[src/rtl/key_debounce_pkg.sv]
// Shared definitions for the push-button debouncer: one-hot FSM states,
// default timing constants and the counter-width helper.
package key_debounce_pkg;

  typedef enum logic [3:0] {
    IDLE      = 4'b0001,
    PRESS_FLT = 4'b0010,
    DOWN      = 4'b0100,
    REL_FLT   = 4'b1000
  } state_t;

  localparam int DEF_DEB_CNT  = 1000000;   // 20 ms at 50 MHz
  localparam int DEF_LONG_CNT = 50000000;  // 1 s at 50 MHz

  // A counter must hold 0..n-1; never return a zero width.
  function automatic int cnt_width(input int n);
    return (n > 2) ? $clog2(n) : 1;
  endfunction

endpackage

[src/rtl/key_sync.sv]
// Two-flop synchronizer for an asynchronous input; the reset level is a
// parameter so an idle pin does not look like an event after reset.
module key_sync #(
  parameter logic RST_VAL = 1'b0
) (
  input  logic clk,
  input  logic rst_n,
  input  logic d,
  output logic q
);

  logic meta;

  always_ff @(posedge clk or negedge rst_n) begin
    if (!rst_n) begin
      meta <= RST_VAL;
      q    <= RST_VAL;
    end else begin
      meta <= d;
      q    <= meta;
    end
  end

endmodule

[src/rtl/key_debounce.sv]
// Debounces a raw key pin into press / release / long-press pulses and a
// clean pressed level, all registered and aligned to clk.
module key_debounce
  import key_debounce_pkg::*;
#(
  parameter int DEB_CNT    = DEF_DEB_CNT,
  parameter int LONG_CNT   = DEF_LONG_CNT,
  parameter bit ACTIVE_LOW = 1'b1
) (
  input  logic clk,
  input  logic rst_n,
  input  logic key_in,
  output logic key_flag,
  output logic key_release,
  output logic key_long,
  output logic key_state
);

  localparam int DEB_W  = cnt_width(DEB_CNT);
  localparam int HOLD_W = cnt_width(LONG_CNT);
  localparam logic [DEB_W-1:0]  DEB_MAX  = DEB_W'(DEB_CNT - 1);
  localparam logic [HOLD_W-1:0] HOLD_MAX = HOLD_W'(LONG_CNT - 1);
  localparam logic [HOLD_W-1:0] HOLD_PRE = HOLD_W'(LONG_CNT - 2);

  logic key_sync_q;
  logic act;

  // Flops reset to the released pin level so reset never fakes a press.
  key_sync #(.RST_VAL(ACTIVE_LOW)) u_sync (
    .clk   (clk),
    .rst_n (rst_n),
    .d     (key_in),
    .q     (key_sync_q)
  );

  assign act = key_sync_q ^ ACTIVE_LOW;

  state_t            state;
  logic [DEB_W-1:0]  deb_cnt;
  logic [HOLD_W-1:0] hold_cnt;

  always_ff @(posedge clk or negedge rst_n) begin
    if (!rst_n) begin
      state       <= IDLE;
      deb_cnt     <= '0;
      hold_cnt    <= '0;
      key_flag    <= 1'b0;
      key_release <= 1'b0;
      key_long    <= 1'b0;
      key_state   <= 1'b0;
    end else begin
      key_flag    <= 1'b0;
      key_release <= 1'b0;
      key_long    <= 1'b0;
      case (state)
        IDLE: begin
          if (act) begin
            state   <= PRESS_FLT;
            deb_cnt <= '0;
          end
        end
        PRESS_FLT: begin
          if (!act) begin
            state   <= IDLE;
            deb_cnt <= '0;
          end else if (deb_cnt == DEB_MAX) begin
            state     <= DOWN;
            key_flag  <= 1'b1;
            key_state <= 1'b1;
            hold_cnt  <= '0;
          end else begin
            deb_cnt <= deb_cnt + 1'b1;
          end
        end
        DOWN: begin
          // Saturation guarantees key_long fires once per press.
          if (hold_cnt != HOLD_MAX) begin
            hold_cnt <= hold_cnt + 1'b1;
            key_long <= (hold_cnt == HOLD_PRE);
          end
          if (!act) begin
            state   <= REL_FLT;
            deb_cnt <= '0;
          end
        end
        REL_FLT: begin
          if (act) begin
            state <= DOWN;
          end else if (deb_cnt == DEB_MAX) begin
            state       <= IDLE;
            key_release <= 1'b1;
            key_state   <= 1'b0;
          end else begin
            deb_cnt <= deb_cnt + 1'b1;
          end
        end
        default: begin
          state     <= IDLE;
          deb_cnt   <= '0;
          hold_cnt  <= '0;
          key_state <= 1'b0;
        end
      endcase
    end
  end

endmodule

[config.mk]
export PLATFORM = sky130hd
export DESIGN_NAME = key_debounce
export DESIGN_NICKNAME = d
export VERILOG_FILES = /design/src/rtl/key_debounce_pkg.sv /design/src/rtl/key_sync.sv /design/src/rtl/key_debounce.sv
export SDC_FILE = /design/constraint.sdc
export NUM_CORES = 1
export LEC_CHECK = 0
export BUFFER_PORTS_ARGS = -buffer_cell sky130_fd_sc_hd__buf_2
export CORE_MARGIN = 1
export CORE_UTILIZATION = 60
export CTS_BUF_LIST = sky130_fd_sc_hd__clkbuf_8
export DETAILED_ROUTE_END_ITERATION = 10
export HOLD_SLACK_MARGIN = 0.02
export PLACE_DENSITY = 0.89
export REMOVE_ABC_BUFFERS = 1
export SLEW_MARGIN = 20
export SYNTH_ARGS = -nofsm -noshare
export SYNTH_HDL_FRONTEND = slang
export SYNTH_SLANG_ARGS = --single-unit
[constraint.sdc]
create_clock -name clk -period 2.9 [get_ports clk]
set_input_delay 0.58 -clock clk [delete_from_list [all_inputs] [get_ports clk]]
set_output_delay 0.58 -clock clk [all_outputs]
set_load 0.02 [all_outputs]
### Yosys cells after proc, flatten, opt, wreduce, memory -nomap -nowiden

Index checks and enable logic that the tools add are counted.

| word-level totals | value |
|---|---|
| register bits after elaboration | 56 |
| bits of input ports | 3 |
| output and inout bits | 4 |
| word-level logic and storage cells | 64 |

| cells by class | value |
|---|---|
| add/sub/neg operators | 2 |
| equality and inequality tests | 16 |
| multiplexer cells | 29 |
| bitwise operators | 2 |
| reduce and logical (&&, ||, !) cells | 6 |

Operator list:

| kind | count |
|---|---|
| $mux 20 | 5 |
| $pmux 20 s4 | 1 |
| $mux 26 | 3 |
| $pmux 26 s3 | 1 |
| $add 26x1->26 const B | 1 |
| $eq 26x26->1 const B | 1 |
| $ne 26x26->1 const B | 1 |
| $mux 4 | 6 |
| $add 20x1->20 const B | 1 |
| $eq 20x20->1 const B | 1 |
| $pmux 4 s4 | 1 |
| $mux 1 | 11 |
| $ne 2x2->1 const B | 5 |
| $reduce_and 4->1 | 2 |
| $reduce_and 5->1 | 1 |
| $eq 4x1->1 const B | 1 |
| $eq 4x2->1 const B | 1 |
| $eq 4x3->1 const B | 1 |
| $eq 4x4->1 const B | 1 |
| $ne 2x1->1 const B | 2 |
| $reduce_or 2->1 | 2 |
| $ne 3x2->1 const B | 1 |
| $ne 3x3->1 const B | 1 |
| $pmux 1 s3 | 1 |
| other kinds (2) | 3 |

### Logic depth before layout (Yosys ltp)

| depth | value |
|---|---|
| depth in word-level cells | 4 |
| gate-level depth with buffers | 7 |
| mapped depth without buffers | 6 |

### Modules after synthesis

From an unflattened synthesis, not the netlist that was laid out.

| second synthesis, totals | value |
|---|---|
| cell total of the unflattened synthesis | 358 |
| area total of the unflattened synthesis | 3,224.3 um2 |

By module, submodules not included:

| module | instances | cells an instance | area each (um2) | seq. area each (um2) |
|---|---|---|---|---|
| key_debounce | 1 | 356 | 3,171.8 | 1,352.5 |
| key_sync | 1 | 2 | 52.6 | 52.6 |

### Worst setup path before layout

Ideal clock, no wire load.

| timing path | value |
|---|---|
| path type | flip-flop to flip-flop |
| from | register deb_cnt[7] |
| to | register hold_cnt[5] |
| setup time | 126 ps |
| arrival | 1,867 ps |
| required time | 2,774 ps |
| path slack | 907 ps |
| stages on the path, launching flop included | 6 |
| buffers on the path | 0 |
| period minus slack after synthesis | 1,993 ps |
| cell sequence | dfrtp_1 -> nor4_4 -> nand4_2 -> o31a_1 -> or3_4 -> a221o_1 |

| on the way | value |
|---|---|
| cells in the longest elaborated chain, start to end | 3 |

Ends and longest elaborated chain:

| what | line | RTL |
|---|---|---|
| from (decl) | key_debounce.sv:39 | `logic [DEB_W-1:0] deb_cnt;` |
| from (signal assigned) | key_debounce.sv:72 | `deb_cnt <= deb_cnt + 1'b1;` |
| from (signal assigned) | key_debounce.sv:94 | `deb_cnt <= deb_cnt + 1'b1;` |
| $eq 20x20->1 | key_debounce.sv:66 | `end else if (deb_cnt == DEB_MAX) begin` |
| $ne 2x2->1 (no line) | -- |  |
| $reduce_and 4->1 (no line) | -- |  |
| to (signal assigned) | key_debounce.sv:78 | `hold_cnt <= hold_cnt + 1'b1;` |
| to (decl) | key_debounce.sv:40 | `logic [HOLD_W-1:0] hold_cnt;` |

No other way between the ends.
A chain may end at the register's enable or synchronous reset.

### Final worst setup path

| timing path | value |
|---|---|
| from | register deb_cnt[7] |
| to | register hold_cnt[23] |

Same word-level chain as after synthesis.

==> qor.yml <==
status: "complete, no violations"
grt_pass1_wl_um: 11900
post_drt_via_cell_ratio: 6.67
ys.flop_type: "dfrtp_1"
yosysWarnings: 0
die_h_um: 74.8
clockBufferDepth: 2
ys_types: 55
ir_drop_v: 0.000319
synth.top_cell.area_share_pct: 41.7
clkSinkCount: 56
hold_violations: 0
postCtsSetupBuffers: 0
drt_iter0_markers: 291
netlist_top_cells_area: "dfrtp_1 42%, nand3_1 4.4%, a31oi_1 4.3%, nand2_1 4.1%, nor2_1 3.4%"
tritoncts: "done"
root_buffer: "clkbuf_8"
drc: 0
start_util_pct: 62.3
cts_hold_buf: 0
seq_area_frac_synth_pct: 44.2
synth_edf_count: 0
grt_max_degree: 57
numCtsBuffers: 5
finalClockSkew_ns: 0.0252
synth_compound_area_share_pct: 17.1
syn_to_final_growth_pct: 8.02
cp_slowest_stage_delay_ns: 0.76
cp_cell_sequence: "nor4_4, nand4_2, o31a_1, nor3_2, buf_4, o221ai_1"
power.leakage_nw: 1.37
drive_above_1_share_pct: 10.1
cp_max_fo: 14
first_pass_iters: 5
drtAntennaViolNets: 0
end_kind: "flip-flop"
synth.area.mux_share_pct: 1.02
slew_violations: 0
synth_top_family_by_area: "simple AND/OR/NAND/NOR gates"
cp.arrival_ns: 2.79
htree_levels: 2
worstPathRequired_ns: 3.09
grt_pass1_vias: 2563
fin_crit_sh_pct: 89.8
synthAdderAreaFrac_pct: 1.18
rsz0062_at_grt: "false"
slowest_stage: "nor3_2"
nNetsFinal: 361
io_pins: 7
avgRoutedWirePerCell_um: 16.8
power.density_nw_per_um2: 490
synthXorXnorAreaFrac_pct: 4.13
synthCells: 354
gp_congestion: 0.851
die_w_um: 74.8
dp_hpwl_um: 4770
clock_latency_ns: 0.33
setup_viol: 0
core_um2: 5110
critPathKind: "flip-flop to flip-flop"
startpoint_type: "flip-flop"
wl_um: 7170
tns_ns: 0
rows: 26
fmax_mhz: 384
ys_ff_latch: 56
async_flop_share_pct: 100
yosys.area.top_type: "dfrtp_1"
slew_headroom_pct: 38.6
holdWs_ns: 0.350
die_area_um2: 5600
post_cts_resize_count: 0
track_usage_pct: 28.2
diodes: 0
antenna_found_initial: 0
globalRouteOverflowTotal: 0
hp-class: "primary input to async pin"
syn-cell-area_um2: 3180
worstMarginPinSlew_ns: 0.917
min_period_ns: 2.60
vias: 2842
cap_viol_max_count: 0
avgSynthCellArea_um2: 8.99
clk_pin_slew_ns: 0.12
synthSimpleGateAreaFrac_pct: 28.5
io_buffer_count: 6
[cells in the mapped netlist (2+ instances only)]
cell type  count
o21ai_0       14
dfstp_2        3
dfrtp_1       53
clkbuf_1      12
a211o_1        2
nor4_1         8
nor2_1        29
o211ai_1       3
o221ai_1       2
nand2_1       35
nor3_1         8
and4_1         6
nor4b_1        3
ha_1           3
xnor2_1        8
a31oi_1       22
o22ai_1        2
o21a_1         3
a41oi_1        3
nand3_1       28
and3_1        11
o31a_1         3
buf_2          6
mux2_2         2
nand4_1       11
inv_1         10
nand2b_1       3
a21oi_1       21
xor2_1         7
or3_1          6
nor4_2         2
o2bb2ai_1      2
[kinds of logic (layout without fill, tap and decap cells)]
family	Yosys count	after routing
buf+inv	30	32
xor+xnor	15	15
simple gates	162	162
mux	3	3
flops	56	56
fa+ha+maj	3	3
compound gates	85	85
[cell type report]
| type | count | area [um^2] |
|---|---|---|
| Clock buffer | 5 | 68.8 |
| Clock inverter | 3 | 90.1 |
| Fill cell | 402 | 1670 |
| Inverter | 10 | 37.5 |
| Multi-Input combinational cell | 268 | 1660 |
| Sequential cell | 56 | 1410 |
| Tap cell | 70 | 87.6 |
| Timing Repair Buffer | 14 | 90.1 |
[worst paths after layout]
kind	startpoint	end	slack, ns	depth (start not counted)
worst max-delay path	deb_cnt[7]	hold_cnt[23]	0.30	6
worst min-delay path	rst_n	deb_cnt[9]	0.35	2
worst max register to register	deb_cnt[7]	hold_cnt[23]	0.30	6
worst min register to register	u_sync.meta	u_sync.q	0.36	0
max in group asynchronous	rst_n	deb_cnt[16]	2.03	2
min in group clk	key_in	u_sync.meta	0.36	1
[per-stage QoR]
step	utilization, %	setup WS, ns	power (mW)	area [um^2]	std cells
2_1_floorplan	-	0.254	0.934	3100	334
3_3_place_gp	64.2	0.426	0.993	3280	418
3_5_place_dp	64.2	0.348	0.997	3280	418
4_1_cts	67.3	0.320	1.68	3440	426
5_1_grt	67.3	0.169	1.73	3440	426
6_report	67.3	0.296	1.69	3440	426
[report_power, final]
part	leakage, nW	internal (mW)	switching (mW)
logic	0.522	0.0495	0.111
registers	0.770	0.795	0.0307
clock network	0.0784	0.432	0.267
[state kept, by name, summed over array words and instances, names as in the netlist]
register,flops
key_state,1
state,4
key_release,1
deb_cnt,20
hold_cnt,26
key_flag,1
key_long,1
u_sync.meta,1
u_sync.q,1
[layout by cell type (no fill, tap or decap), types with 5 or more instances in the layout]
master,n
a21oi_1,21
a31oi_1,22
and3_1,11
and4_1,6
buf_2,6
buf_4,8
clkbuf_8,5
dfrtp_1,53
inv_1,10
nand2_1,35
nand3_1,28
nand4_1,11
nor2_1,29
nor3_1,7
nor4_1,8
o21ai_0,14
or3_1,6
xnor2_1,8
xor2_1,7
[critical path: cells and delay by family, from the launching register on]
kind / cells / cell delay, ns
AO/OA/AOI/OAI: 2 / 0.43
buffers and inverters: 1 / 0.30
flip-flops: 1 / 0.47
AND/OR/NAND/NOR: 3 / 1.26
[routing by layer]
layer  GRT usage [%]  share of wire, %  up-vias
met5               0                 0        -
met4            10.9               2.0        0
met3            4.82               5.3       18
met2            43.9                47      104
met1            39.6                46     1401
li1                -                 -     1319
Note: power is estimated with default switching activity, not from simulation.
